[config.mk]
export PLATFORM = sky130hd
export DESIGN_NAME = ras_ctrl
export DESIGN_NICKNAME = d
export VERILOG_FILES = /design/src/rtl/ras_pkg.sv /design/src/rtl/ras_ctrl.sv
export SDC_FILE = /design/constraint.sdc
export NUM_CORES = 1
export LEC_CHECK = 0
export ABC_AREA = 0
export CELL_PAD_IN_SITES_DETAIL_PLACEMENT = 1
export CELL_PAD_IN_SITES_GLOBAL_PLACEMENT = 2
export CORE_UTILIZATION = 19
export DETAILED_ROUTE_END_ITERATION = 6
export GPL_TIMING_DRIVEN = 0
export PLACE_DENSITY = 0.78
export SYNTH_ARGS = -nofsm -noshare
export SYNTH_HDL_FRONTEND = slang
export SYNTH_SLANG_ARGS = --single-unit
[constraint.sdc]
create_clock -name clock -period 2.3 [get_ports clock]
set_input_delay 0.46 -clock clock [delete_from_list [all_inputs] [get_ports clock]]
set_output_delay 0.46 -clock clock [all_outputs]
set_load 0.01 [all_outputs]
[src/rtl/ras_pkg.sv]
// ras_pkg: op encodings, FSM state type and widths shared by the return-address-stack controller.
package ras_pkg;
  localparam int DEPTH_DEF = 16;
  localparam int PTR_W = 4;
  localparam int CNT_W = 5;
  typedef enum logic [1:0] {OP_NOOP = 2'b00, OP_PUSH = 2'b01, OP_POP = 2'b10, OP_POPPUSH = 2'b11} ras_op_t;
  typedef enum logic {IDLE = 1'b0, REPAIR = 1'b1} ras_state_t;
endpackage

[src/rtl/ras_ctrl.sv]
// ras_ctrl: return-address-stack pointer/occupancy control with flush checkpoint restore and one-cycle repair write.
module ras_ctrl
  import ras_pkg::*;
#(
  parameter int DEPTH = DEPTH_DEF,
  parameter int AW = 64
) (
  input  logic               clock,
  input  logic               reset,
  input  logic               stall_i,
  input  logic               req_vld_f1_i,
  input  logic [1:0]         req_op_f1_i,
  input  logic [AW-1:0]      req_dat_f1_i,
  input  logic               flush_i,
  input  logic [PTR_W-1:0]   flush_ptr_i,
  input  logic [CNT_W-1:0]   flush_cnt_i,
  input  logic               flush_repair_i,
  input  logic [AW-1:0]      flush_dat_i,
  output logic               ram_we_o,
  output logic [PTR_W-1:0]   ram_idx_o,
  output logic [AW-1:0]      ram_wdat_o,
  output logic [PTR_W-1:0]   ras_ptr_o,
  output logic [CNT_W-1:0]   ras_cnt_o,
  output logic               busy_o,
  output logic               uflow_o
);
  localparam logic [CNT_W-1:0] CNT_MAX = CNT_W'(DEPTH);
  ras_state_t state, state_nx;
  logic [PTR_W-1:0] ptr, ptr_nx;
  logic [CNT_W-1:0] cnt, cnt_nx;
  logic [AW-1:0] dat, dat_nx;
  logic we, we_nx, uf, uf_nx, accept;
  ras_op_t op;
  assign op = ras_op_t'(req_op_f1_i);
  assign accept = req_vld_f1_i & ~stall_i & ~flush_i & (state == IDLE);
  always_comb begin
    state_nx = IDLE;
    ptr_nx = ptr;
    cnt_nx = cnt;
    dat_nx = dat;
    we_nx = 1'b0;
    uf_nx = 1'b0;
    if (flush_i) begin
      ptr_nx = flush_ptr_i;
      cnt_nx = (flush_cnt_i > CNT_MAX) ? CNT_MAX : flush_cnt_i;
      if (flush_repair_i) begin
        dat_nx = flush_dat_i;
        we_nx = 1'b1;
        state_nx = REPAIR;
      end
    end else if (accept) begin
      case (op)
        OP_PUSH: begin
          ptr_nx = ptr + 1'b1;
          cnt_nx = (cnt == CNT_MAX) ? cnt : cnt + 1'b1;
          dat_nx = req_dat_f1_i;
          we_nx = 1'b1;
        end
        OP_POP: begin
          uf_nx = (cnt == '0);
          ptr_nx = (cnt == '0) ? ptr : ptr - 1'b1;
          cnt_nx = (cnt == '0) ? cnt : cnt - 1'b1;
        end
        OP_POPPUSH: begin
          cnt_nx = (cnt == '0) ? CNT_W'(1) : cnt;
          dat_nx = req_dat_f1_i;
          we_nx = 1'b1;
        end
        default: ;
      endcase
    end
  end
  // The write data register doubles as the captured repair data, so the REPAIR cycle needs no extra mux.
  always_ff @(posedge clock or posedge reset) begin
    if (reset) begin
      state <= IDLE;
      ptr <= '0;
      cnt <= '0;
      dat <= '0;
      we <= 1'b0;
      uf <= 1'b0;
    end else begin
      state <= state_nx;
      ptr <= ptr_nx;
      cnt <= cnt_nx;
      dat <= dat_nx;
      we <= we_nx;
      uf <= uf_nx;
    end
  end
  assign ram_we_o = we;
  assign ram_idx_o = ptr;
  assign ram_wdat_o = dat;
  assign ras_ptr_o = ptr;
  assign ras_cnt_o = cnt;
  assign busy_o = (state == REPAIR);
  assign uflow_o = uf;
endmodule

==> results.cfg <==
[outcome]
status = completed

[sta]
skew_ns = 0.006066
hold_violations = 0
fmax_mhz = 458.3
layout_min_cycle_time_ns = 2.182
worst_pin_slew_ns = 0.7133
slew_headroom_pct = 52.45
setup_viol = 0
rsz0062_at_grt = false
finalCritPeriodShare_pct = 94.86
slew_violations = 0

[floorplan]
die_area_um2 = 21370
die_y_um = 146.2
die_w_um = 146.2
io-pin-count = 225
num_rows = 52
coreArea_um2 = 20300
initial_core_util_pct = 19.46

[clock_network]
htreeDepth = 3
cts-hold-fix-buffers = 0
cts_sinks = 76
clk_latency_ns = 0.34
cts_tree = yes
cts-root-buf = clkbuf_16
cts_buffers = 9
cts.path.max_buffers = 2
clk_pin_slew_worst_paths_ns = 0.06

[final_layout]
final_cells = 907
drive_gt1_share_pct = 7.849
layout.nets = 780
diodes = 0
area_growth_pct = 75.10
fin_area_um2 = 6917

[critical_path]
critPathKind = primary input to flop
cp_data_arrival_time_ns = 2.40
crit_path_end_kind = flop
cpMaxStageDelayCell = or4b_4
cp_cell_sequence = dlygate4sd2_1 > nand2b_1 > buf_4 > xnor2_1 > ha_2 > or4b_4 > o211ai_1 > a311o_1 > nand3_1
crit_fanout = 10
cp_slowest_stage_delay_ns = 0.51
critPathLaunchType = primary input
cp.required_ns = 2.51

[route]
avgViaCountPerCell = 4.302
drcViolationCount = 0
first_iter_violations = 94
wl_per_cell_um = 16.38
dr_total_vias = 3902
routed_wirelength_mm = 14.85
antenna_left = 0
dr.pass1.iters = 4

[synth]
synthFlopType = dfrtp_1
synth.cell_area_um2 = 3950
synth_edf_count = 0
syn_nets = 542
yosysWarningCount = 0
synthCells = 394
ys_async_sr_fraction_pct = 100.0
avgSynthCellArea_um2 = 10.03
ys_seq_elements = 76
synth_cell_types = 53
ys_seq_area_share_pct = 48.15

[placed_design]
routabilityCongestion = 0.7873
placedCellCount = 890
hpwl_mm = 11.85
placedInstanceArea_um2 = 6574
port_buffers = 224

[power_and_ir_drop]
power-per-cell-area_nw_per_um2 = 657.0
leakagePower_nw = 2.939
peakVddDrop_v = 0.0003145

[global_routing]
antenna_found_initial = 0
grt_pass1_vias = 4323
grt_max_degree = 39
overflow = 0
grt_use_total_pct = 14.15
grt_first_pass_wirelength_mm = 23.63

[run]
cap_violations = 0

[worst_hold_path]
hold_class = primary input to asynchronous set/reset pin
## registers in the layout, indices dropped and copies added (netlist names)
| signal | cells |
|---|---|
| ram_wdat_o | 64 |
| ras_cnt_o | 5 |
| ram_idx_o | 4 |
| busy_o | 1 |
| ram_we_o | 1 |
| uflow_o | 1 |
## cell usage after synthesis, types with 2 or more instances
master | number | share of area (%)
a211oi_1 | 3 | 0.57
a21oi_1 | 4 | 0.51
a221oi_1 | 2 | 0.44
a22o_1 | 2 | 0.44
a31oi_1 | 2 | 0.32
buf_2 | 12 | 1.5
buf_4 | 5 | 0.95
clkbuf_1 | 14 | 1.3
dfrtp_1 | 76 | 48
ha_1 | 3 | 0.95
inv_1 | 6 | 0.57
mux2i_1 | 65 | 16
nand2_1 | 71 | 6.7
nand2b_1 | 5 | 0.79
nand3_1 | 5 | 0.63
nand3b_1 | 2 | 0.38
nor2_1 | 4 | 0.38
nor2b_1 | 5 | 0.79
nor3_1 | 3 | 0.38
o211ai_1 | 2 | 0.38
o21ai_0 | 67 | 8.5
or4b_1 | 2 | 0.51
xnor2_1 | 2 | 0.44
xor2_1 | 3 | 0.67
## what timing repair did
item | CTS | global route
hold endpoints to repair | 0 | 0
buffers inserted | 1 | 0
endpoints found under the setup margin | 19 | 24
gates resized for setup | 5 | 5
pin swaps | 1 | 0
## cells by family (layout without fill, tap and decap cells)
| kind of cell | count (synthesis) | count (layout) | synth area share, % |
|---|---|---|---|
| flip-flops | 76 | 76 | 48.15 |
| multiplexers | 67 | 67 | 17.04 |
| AND/OR/NAND/NOR | 108 | 108 | 13.37 |
| AO/OA/AOI/OAI | 95 | 95 | 14.51 |
| buffers and inverters | 40 | 283 | 4.878 |
| adder cells (fa/ha/maj) | 3 | 3 | 0.9504 |
| XOR/XNOR | 5 | 5 | 1.109 |
## layout make-up
cell class	instances	area, um^2
inverter	6	26.28
clock buffer	12	256.5
clock inverter	4	55.05
fill	2327	13380
timing repair buffer	227	2291
multi-input combinational	278	1872
tap	270	337.8
sequential	76	1902
buffer	34	176.4
## where the power goes
part | switching, mW | leakage [nW] | internal [mW] | total, mW
clock network | 0.601 | 0.149 | 0.907 | 1.51
logic | 0.591 | 1.85 | 0.787 | 1.38
registers | 0.124 | 0.940 | 1.53 | 1.66
## critical path, delay by kind of cell
family                     cells  cell delay, ns
AOI/OAI and AO/OA              2            0.32
xor gates and xnor gates       1            0.14
adders and majority gates      1            0.21
buffers and inverters          2            0.49
and+or+nand+nor                3            0.78
## cell usage in the layout (no fill, tap or decap), drive strengths merged, types with 2 or more instances in the layout
cell / netlist / routed
clkdlybuf4s50: 0 / 222
dfrtp: 76 / 76
nand2: 71 / 71
o21ai: 68 / 68
mux2i: 65 / 65
clkbuf: 15 / 27
buf: 19 / 22
inv: 6 / 6
nand2b: 5 / 5
nor2b: 5 / 5
nand3: 5 / 5
nor2: 5 / 5
a21oi: 4 / 4
nor3: 3 / 3
xor2: 3 / 3
a211oi: 3 / 3
a221oi: 3 / 3
ha: 3 / 3
a22o: 2 / 2
nand3b: 2 / 2
o211ai: 2 / 2
xnor2: 2 / 2
clkinvlp: 0 / 2
nor4b: 2 / 2
nor4: 2 / 2
or4b: 2 / 2
o311ai: 2 / 2
mux2: 2 / 2
a31oi: 2 / 2
## worst paths after layout
check / start / slack, ns / to / cells past startpoint
max: req_op_f1_i[0] / 0.12 / ras_cnt_o[2]$_DFFE_PP0P_ / 9
min: reset / 0.44 / ram_wdat_o[56]$_DFFE_PP0P_ / 2
max reg2reg: ras_cnt_o[2]$_DFFE_PP0P_ / 0.30 / ras_cnt_o[1]$_DFFE_PP0P_ / 5
min reg2reg: ram_wdat_o[19]$_DFFE_PP0P_ / 0.48 / ram_wdat_o[19]$_DFFE_PP0P_ / 2
max in group asynchronous: reset / 1.36 / ram_wdat_o[42]$_DFFE_PP0P_ / 3
min in group clock: ram_wdat_o[19]$_DFFE_PP0P_ / 0.48 / ram_wdat_o[19]$_DFFE_PP0P_ / 2
## metrics by stage
step                      power (mW)  util (%)  setup WS, ns  hold WS (ns)  setup TNS [ns]
final                          4.545     34.07        0.1182        0.4352               0
after global routing           4.810     34.07       0.01804        0.4300               0
after CTS                      4.625     34.01       0.03672        0.4250               0
after detailed placement       3.075     32.38       -0.5648        0.4711          -24.37
after global placement         3.026     32.19       -0.5376        0.4636          -23.54
after floorplan                2.205         -        0.2387        0.5139               0
## layer usage
metal	wire (um)	GRT usage, %	share of wire [%]	up-vias
met5	0	0	0	-
met4	232	4.740	1.6	0
met3	921	3.594	6.2	16
met2	7269	23.76	49	135
met1	6429	17.60	43	1884
li1	-	-	-	1867
(Power assumes the default switching activity.)
